===== config.mk =====
export PLATFORM = sky130hd
export DESIGN_NAME = instr_fetch_unit
export DESIGN_NICKNAME = d
export VERILOG_FILES = /design/src/rtl/instr_fetch_unit_pkg.sv /design/src/rtl/fetch_fifo.sv /design/src/rtl/instr_fetch_unit.sv
export SDC_FILE = /design/constraint.sdc
export NUM_CORES = 1
export LEC_CHECK = 0
export ABC_AREA = 0
export CAP_MARGIN = 20
export CELL_PAD_IN_SITES_DETAIL_PLACEMENT = 1
export CELL_PAD_IN_SITES_GLOBAL_PLACEMENT = 2
export CORE_UTILIZATION = 35
export DETAILED_ROUTE_END_ITERATION = 6
export MAX_ROUTING_LAYER = met4
export PLACE_DENSITY = 0.82
export SLEW_MARGIN = 30
export SYNTH_ARGS = -nofsm -noshare
export SYNTH_HDL_FRONTEND = slang
export SYNTH_SLANG_ARGS = --single-unit

===== constraint.sdc =====
create_clock -name clk -period 9 [get_ports clk]
set_input_delay 1.8 -clock clk [delete_from_list [all_inputs] [get_ports clk]]
set_output_delay 1.8 -clock clk [all_outputs]
set_load 0.03 [all_outputs]

===== src/rtl/instr_fetch_unit_pkg.sv =====
// Shared definitions for the fetch stage: FSM encoding and default PC / instruction widths.
package instr_fetch_unit_pkg;

  localparam int unsigned DefAw = 32;
  localparam int unsigned DefDw = 32;

  typedef enum logic [1:0] {
    StIdle    = 2'd0,
    StReq     = 2'd1,
    StDiscard = 2'd2
  } fetch_state_e;

endpackage


===== src/rtl/fetch_fifo.sv =====
// Parametric synchronous FIFO with synchronous clear; the head entry is always visible on rdata_o.
module fetch_fifo #(
  parameter int unsigned DEPTH = 2,
  parameter int unsigned WIDTH = 64,
  localparam int unsigned PtrW = $clog2(DEPTH),
  localparam int unsigned CntW = PtrW + 1
) (
  input  logic             clk,
  input  logic             reset,
  input  logic             clear_i,
  input  logic             push_i,
  input  logic [WIDTH-1:0] wdata_i,
  input  logic             pop_i,
  output logic [WIDTH-1:0] rdata_o,
  output logic             full_o,
  output logic             empty_o,
  output logic [CntW-1:0]  count_o
);

  logic [WIDTH-1:0] mem_q [DEPTH];
  logic [WIDTH-1:0] mem_d [DEPTH];
  logic [PtrW-1:0]  wptr_q, wptr_d;
  logic [PtrW-1:0]  rptr_q, rptr_d;
  logic [CntW-1:0]  count_q, count_d;
  logic             do_push, do_pop;

  assign full_o  = (count_q == CntW'(DEPTH));
  assign empty_o = (count_q == '0);
  assign count_o = count_q;
  assign rdata_o = mem_q[rptr_q];

  assign do_push = push_i && !full_o;
  assign do_pop  = pop_i && !empty_o;

  always_comb begin
    mem_d   = mem_q;
    wptr_d  = wptr_q;
    rptr_d  = rptr_q;
    count_d = count_q;
    if (clear_i) begin
      wptr_d  = '0;
      rptr_d  = '0;
      count_d = '0;
    end else begin
      if (do_push) begin
        mem_d[wptr_q] = wdata_i;
        wptr_d        = wptr_q + PtrW'(1);
      end
      if (do_pop) begin
        rptr_d = rptr_q + PtrW'(1);
      end
      case ({do_push, do_pop})
        2'b10:   count_d = count_q + CntW'(1);
        2'b01:   count_d = count_q - CntW'(1);
        default: count_d = count_q;
      endcase
    end
  end

  always_ff @(posedge clk or posedge reset) begin
    if (reset) begin
      mem_q   <= '{default: '0};
      wptr_q  <= '0;
      rptr_q  <= '0;
      count_q <= '0;
    end else begin
      mem_q   <= mem_d;
      wptr_q  <= wptr_d;
      rptr_q  <= rptr_d;
      count_q <= count_d;
    end
  end

endmodule


===== src/rtl/instr_fetch_unit.sv =====
// Fetch stage: issues one instruction-memory read at a time and buffers {pc, instr} for decode.
module instr_fetch_unit
  import instr_fetch_unit_pkg::*;
#(
  parameter int unsigned DEPTH = 2,
  parameter int unsigned AW    = DefAw,
  parameter int unsigned DW    = DefDw
) (
  input  logic          clk,
  input  logic          reset,
  input  logic [AW-1:0] pc_in,
  input  logic          pc_valid,
  output logic          pc_ready,
  input  logic          flush,
  output logic          imem_req,
  output logic [AW-1:0] imem_addr,
  input  logic          imem_ack,
  input  logic [DW-1:0] imem_rdata,
  output logic          instr_valid,
  input  logic          instr_ready,
  output logic [DW-1:0] instr_out,
  output logic [AW-1:0] instr_pc
);

  localparam int unsigned CntW = $clog2(DEPTH) + 1;

  fetch_state_e     state_q, state_d;
  logic [AW-1:0]    pend_pc_q, pend_pc_d;
  logic             fifo_push, fifo_pop;
  logic             fifo_full, fifo_empty;
  logic [CntW-1:0]  fifo_count;
  logic [AW+DW-1:0] fifo_rdata;

  // Gated by reset so the stage never advertises readiness while held in reset.
  assign pc_ready    = !reset && (state_q == StIdle) && (fifo_count < CntW'(DEPTH)) && !flush;
  assign imem_req    = (state_q != StIdle);
  assign imem_addr   = pend_pc_q;
  assign instr_valid = !fifo_empty;
  assign instr_pc    = fifo_rdata[AW+DW-1:DW];
  assign instr_out   = fifo_rdata[DW-1:0];
  assign fifo_pop    = instr_valid && instr_ready && !flush;

  always_comb begin
    state_d   = state_q;
    pend_pc_d = pend_pc_q;
    fifo_push = 1'b0;
    case (state_q)
      StIdle: begin
        if (pc_valid && pc_ready) begin
          state_d   = StReq;
          pend_pc_d = pc_in;
        end
      end
      StReq: begin
        if (imem_ack) begin
          state_d   = StIdle;
          fifo_push = !flush && !fifo_full;
        end else if (flush) begin
          // The memory cannot cancel a request: keep it up and drop the answer.
          state_d = StDiscard;
        end
      end
      StDiscard: begin
        if (imem_ack) begin
          state_d = StIdle;
        end
      end
      default: state_d = StIdle;
    endcase
  end

  always_ff @(posedge clk or posedge reset) begin
    if (reset) begin
      state_q   <= StIdle;
      pend_pc_q <= '0;
    end else begin
      state_q   <= state_d;
      pend_pc_q <= pend_pc_d;
    end
  end

  fetch_fifo #(
    .DEPTH(DEPTH),
    .WIDTH(AW + DW)
  ) u_fifo (
    .clk    (clk),
    .reset  (reset),
    .clear_i(flush),
    .push_i (fifo_push),
    .wdata_i({pend_pc_q, imem_rdata}),
    .pop_i  (fifo_pop),
    .rdata_o(fifo_rdata),
    .full_o (fifo_full),
    .empty_o(fifo_empty),
    .count_o(fifo_count)
  );

endmodule


# Yosys cells after proc, flatten, opt, wreduce, memory -nomap -nowiden
# Cells that the tools add are included.
# classes
magnitude_cmp	4
bitwise	3
n_reduce_logical	23
muxes	19
eq_ne	8
addsub	4
# ops
cell	n
$mux 64	4
$bwmux 128	1
$demux 64 s1	1
$logic_and 1x1->1	10
$mux 2	5
$eq 2x2->1 const B	3
$mux 1	6
$pmux 2 s3	1
$reduce_bool 2->1	3
$eq 2x1->1 const B	2
$ge 2x2->1 const B	2
$logic_not 1->1	4
$logic_not 2->1	2
$not 1->2	2
$pmux 2 s2	1
$reduce_and 2->1	2
$ne 3x3->1 const B	1
$reduce_and 3->1	1
$reduce_bool 3->1	1
$add 1x1->1 const B	2
$add 2x1->2 const B	1
$lt 2x1->1 const B	1
$lt 2x2->1 const B	1
$ne 2x1->1 const B	1
3 further kinds	3
# word_totals
ff_bits	166
input_bits	70
out_inout_bits	99

# Depth between registers and ports, before layout
# Gate-level depths: netlist of run 1.
# logic_depth
depth_word	9
mapped_depth	6
ltp_nobuf	3

# Modules after synthesis
# From an unflattened synthesis of run 1, not the netlist that was laid out.
# hier_totals
hier_cells	447
hier_area_um2	7409.6
# modules_own_cells
mod	instances	cells_per_inst	area_per_inst_um2
fetch_fifo	1	365	5960.7
instr_fetch_unit	1	82	1448.9

# Worst setup path before layout of run 1
# No wires, ideal clock.
# synth_path
path_type	input to output
from	input reset
to	output pc_ready
n_path_buf	0
setup_slack_ns	1.337
path_stages	2
arrival_time_ns	5.863
cell_sequence	inv_1 -> and2_1
# synth_via
elab_chain_len	4
# synth_rtl
element	line_no	text
start: declaration	instr_fetch_unit.sv:10	input logic reset,
$logic_not 1->1 (no line)	-	
$logic_and 1x1->1 (3 in series)	instr_fetch_unit.sv:35	assign pc_ready = !reset && (state_q == StIdle) && (fifo_count < CntW'(DEPTH)) && !flush;
end: declaration	instr_fetch_unit.sv:13	output logic pc_ready,
# No other way between the ends.

# Worst setup path after layout of run 1
# layout_path
from	input flush
to	output pc_ready
# layout_via
elab_chain_len	2
# layout_rtl
element	line_no	text
start: declaration	instr_fetch_unit.sv:14	input logic flush,
$logic_not 1->1	instr_fetch_unit.sv:35	
$logic_and 1x1->1	instr_fetch_unit.sv:35	
# No other way between the ends.

==> results.toml, run 1 <==
[status]
outcome = "complete, no violations"

[yosys]
ys_seq_area_frac = 0.567
synth_area_um2 = 7330
synth_fp_nets = 519
ys_warn_count = 0
syn_inst = 449
ys_seq_elements = 166
ys_types = 30
avgSynthCellArea_um2 = 16.3

[timing]
period_share = 0.629
fmax_mhz = 177
skew_ns = 0.00987
hold_violations = 0
relSlewSlack = 0.451
setup_viol = 0
slew_violations = 0
rsz0062_at_grt = "false"
fin_setup_tns_ns = 0
min_period_ns = 5.66
tightest_slew_ns = 0.823

[floorplan]
fp.dieW_um = 147
ioPinCount = 169
core_um2 = 20400
start_util = 0.360
die_h_um = 147
std_cell_rows = 52
die_area_um2 = 21500

[power_and_ir_drop]
leakagePower_nw = 4.46
peakVddDrop_uv = 121
powerDensity_nw_per_um2 = 279

[placement]
dp_hpwl_mm = 10.9
io_buffers = 168
gp_congestion = 0.737

[setup_path]
path_cells = "clkdlybuf4s50_1 > nor4_1 > and2_1 > clkdlybuf4s50_1"
slowest_delay_ns = 0.69
reg2reg_depth = 4
crit_path_end_kind = "primary output"
crit_required_ns = 7.20
r2r_end = "u_fifo.mem_q[63]"
crit_fanout = 9
cp-startpoint = "flush"
cp_common_cell = "clkdlybuf4s50_1"
r2r_setup_slack_ns = 6.44
critPathKind = "in2out"
worstReg2RegStart = "u_fifo.count_o[1]"
endpoint = "pc_ready"
start_kind = "input pin"
critPathSlowestCell = "clkdlybuf4s50_1"
arrival_ns = 3.86

[drt]
met1_length_mm = 7.37
drt_pass1_iterations = 4
dr.first_iter.drc_count = 156
top_layer = "met4"
drc = 0
via_per_inst = 4.79
wl_mm = 17.1
dr_wl_met3_um = 730
num_vias = 4302
wl_per_cell_um = 19.0
antenna_left = 0
dr_wl_met2_mm = 8.68

[run]
cap_violations = 0

[finish]
utilization = 0.482
drive_gt1_frac = 0.429
final_cell_mix = "clkdlybuf4s50_1 (168), dfrtp_1 (165), mux2_2 (164), mux2_4 (60), clkbuf_16 (17)"
syn2layout_area_growth_pct = 33.9
diodes = 0
finalNetCount = 686
final_common_cell = "clkdlybuf4s50_1"

[cts]
cts_tree = "done"
cts_buffers = 17
clk_latency_ns = 0.42
clock_tree.root_cell = "clkbuf_16"
h-tree-depth = 4
cts_sinks = 166
cts_max_path_buffers = 2
cts_resized = 0
postCtsHoldBufs = 0
clkTransAtPathRegs_ns = 0.06
post_cts_buffers = 0

[worst_hold_path]
hold_path.class = "reg2reg"

[grt]
grt_usage = 0.173
grt_overflow = 0
grt_pass1_wl_mm = 28.0
grt_pass1_vias = 5051
antenna_found_initial = 0
grt_max_degree = 111
==> worst max-delay path: cells and delay by family <==
family,cells,cell delay (ns)
buf+inv,2,1.25
simple gates,2,0.80
==> sequential cells by signal, summed over array words and instances, names as in the netlist <==
| signal | cells |
|---|---|
| u_fifo.rptr_q | 1 |
| u_fifo.mem_q | 128 |
| u_fifo.wptr_q | 1 |
| imem_addr | 32 |
| state_q | 2 |
| u_fifo.count_o | 2 |
==> synthesized netlist by cell type <==
cell | number | share of area
buf_6 | 2 | 0.0031
o31ai_1 | 1 | 0.0010
or4b_4 | 1 | 0.0019
clkbuf_1 | 10 | 0.0051
a31oi_1 | 1 | 0.00085
nand3b_1 | 1 | 0.0010
nor3b_1 | 2 | 0.0020
buf_2 | 7 | 0.0048
nor2_1 | 4 | 0.0020
and3b_1 | 1 | 0.0012
or2_4 | 1 | 0.0012
nand2b_1 | 1 | 0.00085
mux2_2 | 164 | 0.25
nand3_1 | 1 | 0.00068
and2b_1 | 1 | 0.0010
buf_12 | 6 | 0.016
or2_2 | 2 | 0.0017
a221o_1 | 1 | 0.0014
o211ai_1 | 1 | 0.0010
a21oi_1 | 1 | 0.00068
or4b_2 | 1 | 0.0014
and2_1 | 1 | 0.00085
xor2_1 | 1 | 0.0012
dfrtp_1 | 166 | 0.57
nor4_1 | 2 | 0.0017
inv_1 | 2 | 0.0010
o21ai_0 | 3 | 0.0020
nor2b_1 | 1 | 0.00085
nand2_1 | 3 | 0.0015
mux2_4 | 60 | 0.12
==> layout make-up <==
cell class	count	area [um2]
Tap cell	270	338
Clock buffer	17	425
Clock inverter	15	179
Multi-Input combinational cell	256	2970
Timing Repair Buffer	173	1730
Fill cell	1979	10500
Inverter	2	15.0
Sequential cell	166	4160
==> stage by stage <==
stage / cell area, um2 / setup WS (ns) / cells / hold slack [ns] / total power, W
finish: 9820 / 3.34 / 899 / 0.504 / 0.00274
global route: 9820 / 3.25 / 899 / 0.523 / 0.00287
CTS: 9790 / 3.16 / 898 / 0.508 / 0.00278
detailed placement: 9180 / 3.18 / 866 / 0.490 / 0.00201
global placement: 9180 / 3.22 / 866 / 0.482 / 0.00197
floorplan: 7330 / 1.34 / 449 / 0.474 / 0.00159
==> cell families (layout without fill, tap and decap cells) <==
| family | Yosys count | in the layout | share of synthesized area |
|---|---|---|---|
| compound gates | 8 | 8 | 0.00700 |
| simple gates | 23 | 23 | 0.0200 |
| mux | 224 | 224 | 0.375 |
| flops | 166 | 166 | 0.567 |
| xor+xnor | 1 | 1 | 0.00119 |
| buf+inv | 27 | 207 | 0.0304 |
==> metal layers <==
metal | vias up | global-route usage
met5 | - | -
met4 | 0 | 0.0531
met3 | 18 | 0.0425
met2 | 100 | 0.283
met1 | 2242 | 0.210
li1 | 1942 | -
==> report_power, final <==
part / internal, W / switching (W)
Sequential: 0.000909 / 0.000108
Combinational: 0.000481 / 0.000487
Clock: 0.000422 / 0.000333
==> how the worst min path moves through the flow <==
stage	to	cells after the start	startpoint	slack, ns
after detailed placement	u_fifo.mem_q[23]	1	u_fifo.mem_q[23]	0.49
after global placement	u_fifo.mem_q[63]	1	u_fifo.mem_q[63]	0.48
after floorplan	u_fifo.mem_q[0]	1	u_fifo.mem_q[0]	0.47
after CTS	u_fifo.mem_q[102]	1	u_fifo.mem_q[102]	0.51
final	u_fifo.mem_q[90]	1	u_fifo.mem_q[90]	0.50
after global routing	u_fifo.mem_q[24]	1	u_fifo.mem_q[24]	0.52
Power figures use the tool's default switching activity.
==> inputs of run 2 (changes only) <==
--- a/config.mk
+++ b/config.mk
@@ -9,10 +9,10 @@
 export CAP_MARGIN = 20
 export CELL_PAD_IN_SITES_DETAIL_PLACEMENT = 1
 export CELL_PAD_IN_SITES_GLOBAL_PLACEMENT = 2
-export CORE_UTILIZATION = 35
+export CORE_UTILIZATION = 32
 export DETAILED_ROUTE_END_ITERATION = 6
 export MAX_ROUTING_LAYER = met4
-export PLACE_DENSITY = 0.82
+export PLACE_DENSITY = 0.8
 export SLEW_MARGIN = 30
 export SYNTH_ARGS = -nofsm -noshare
 export SYNTH_HDL_FRONTEND = slang
==> constraint.sdc (replaced) <==
create_clock -name clk -period 4.6 [get_ports clk]
set_input_delay 0.92 -clock clk [delete_from_list [all_inputs] [get_ports clk]]
set_output_delay 0.92 -clock clk [all_outputs]
set_load 0.03 [all_outputs]
==> run 2 against run 1 <==
Against the previous run:
- via count up 0.60%
- non-clock buffer count up 1
- global-route usage fell by 1.6 points
- register-to-register slack got worse by 4.1 ns
- sequential share of layout area fell by 0.44 points
- final area increased by 1.0%
- count of clock-buffer cells in the layout is 2 higher
- power rose by 94%
- clock skew is 0.0025 ns higher
- worst setup slack got worse by 2.6 ns
- highest routed layer unchanged
==> results.toml, run 2 (synthesis results as in run 1) <==
[drt]
top_layer = "met4"
num_vias = 4328
via_per_inst = 4.73
wl_per_cell_um = 18.5
drt_pass1_iterations = 5
dr.first_iter.drc_count = 133
dr_wl_met2_mm = 8.74
antenna_left = 0
drc = 0
met1_length_mm = 7.32
dr_wl_met3_um = 660
wl_mm = 16.9

[placement]
io_buffers = 168
dp_hpwl_mm = 10.9
place_ws_ns = 0.857
gp_congestion = 0.678
placed_area_um2 = 9290

[cts]
clkTransAtPathRegs_ns = 0.07
cts_buffers = 17
cts_resized = 0
h-tree-depth = 4
cts_max_path_buffers = 2
cts_sinks = 166
post_cts_buffers = 0
clk_latency_ns = 0.42
cts_tree = "done"
postCtsHoldBufs = 0
clock_tree.root_cell = "clkbuf_16"

[timing]
period_share = 0.847
setup_viol = 0
rsz0062_at_grt = "false"
fin_ws_ns = 0.704
tightest_slew_ns = 0.588
fmax_mhz = 257
relSlewSlack = 0.608
worst_hold_slack_ns = 0.505
slew_violations = 0
min_period_ns = 3.90
hold_violations = 0
skew_ns = 0.0123

[grt]
grt_pass1_wl_mm = 27.8
grt_usage = 0.157
grt_max_degree = 167
grt_pass1_vias = 4980
antenna_found_initial = 0
grt_overflow = 0

[floorplan]
ioPinCount = 169
start_util = 0.325
core_um2 = 22600
die_h_um = 153
std_cell_rows = 55
die_area_um2 = 23500
fp.dieW_um = 153

[status]
outcome = "complete, no violations"

[setup_path]
crit_fanout = 9
cp_common_cell = "clkdlybuf4s50_1"
arrival_ns = 2.98
start_kind = "input pin"
slowest_delay_ns = 0.68
crit_required_ns = 3.68
critPathSlowestCell = "clkdlybuf4s50_1"
reg2reg_depth = 4
path_cells = "clkdlybuf4s50_1 > nor4_1 > and2_1 > clkdlybuf4s50_1"
crit_path_end_kind = "primary output"
critPathKind = "in2out"

[finish]
largest_reg_flops = 128
drive_gt1_frac = 0.430
final_cell_mix = "clkdlybuf4s50_1 (168), dfrtp_1 (165), mux2_2 (155), mux2_4 (69), clkbuf_16 (17)"
final_common_cell = "clkdlybuf4s50_1"
fillers = 2240
syn2layout_area_growth_pct = 35.3
fin_area_um2 = 9920
diodes = 0
regMostFlops = "u_fifo.mem_q"
finalNetCount = 687

[run]
cap_violations = 0

[power_and_ir_drop]
peakVddDrop_uv = 242
leakagePower_nw = 4.52
powerDensity_nw_per_um2 = 535

[worst_hold_path]
hold_depth = 1
hold_path.class = "reg2reg"
==> run 2: cell type report <==
class | instances | area [um2] | share of cell area
clock inverters | 13 | 140 | 0.0141
well taps | 285 | 357 | 0.0359
flip-flops and latches | 166 | 4160 | 0.419
clock buffers | 19 | 453 | 0.0457
repair buffers | 174 | 1800 | 0.181
inverters | 2 | 11.3 | 0.00114
multi-input cells | 256 | 3010 | 0.303
==> run 2: metal layers <==
layer,up-vias,global-route usage
li1,1933,-
met1,2271,0.190
met2,106,0.262
met3,18,0.0306
met4,0,0.0533
met5,-,-
==> run 2: final timing paths <==
kind	start	end	slack [ns]
min in group asynchronous	reset	u_fifo.mem_q[49]	1.12
setup / recovery	flush	pc_ready	0.70
hold reg to reg	u_fifo.mem_q[26]	u_fifo.mem_q[26]	0.50
setup reg to reg	u_fifo.count_o[1]	u_fifo.mem_q[17]	2.30
hold / removal	u_fifo.mem_q[26]	u_fifo.mem_q[26]	0.50
max in group asynchronous	reset	u_fifo.mem_q[17]	2.71
==> run 2: worst max-delay path, delay by kind of cell <==
family,cells,cell delay (ns)
buf+inv,2,1.24
simple gates,2,0.82
==> run 2: metrics by stage <==
stage	std cells	TNS, ns	power [W]	utilization
after floorplan	449	-4.46	0.00313	-
after global placement	881	0	0.00387	0.411
after detailed placement	882	0	0.00393	0.412
after CTS	914	0	0.00539	0.438
after global routing	915	0	0.00557	0.439
final	915	0	0.00530	0.439
==> run 2: power by group <==
part,switching [W],total (W),internal [W]
Combinational,0.000942,0.00190,0.000956
Sequential,0.000206,0.00199,0.00178
Clock,0.000629,0.00142,0.000792
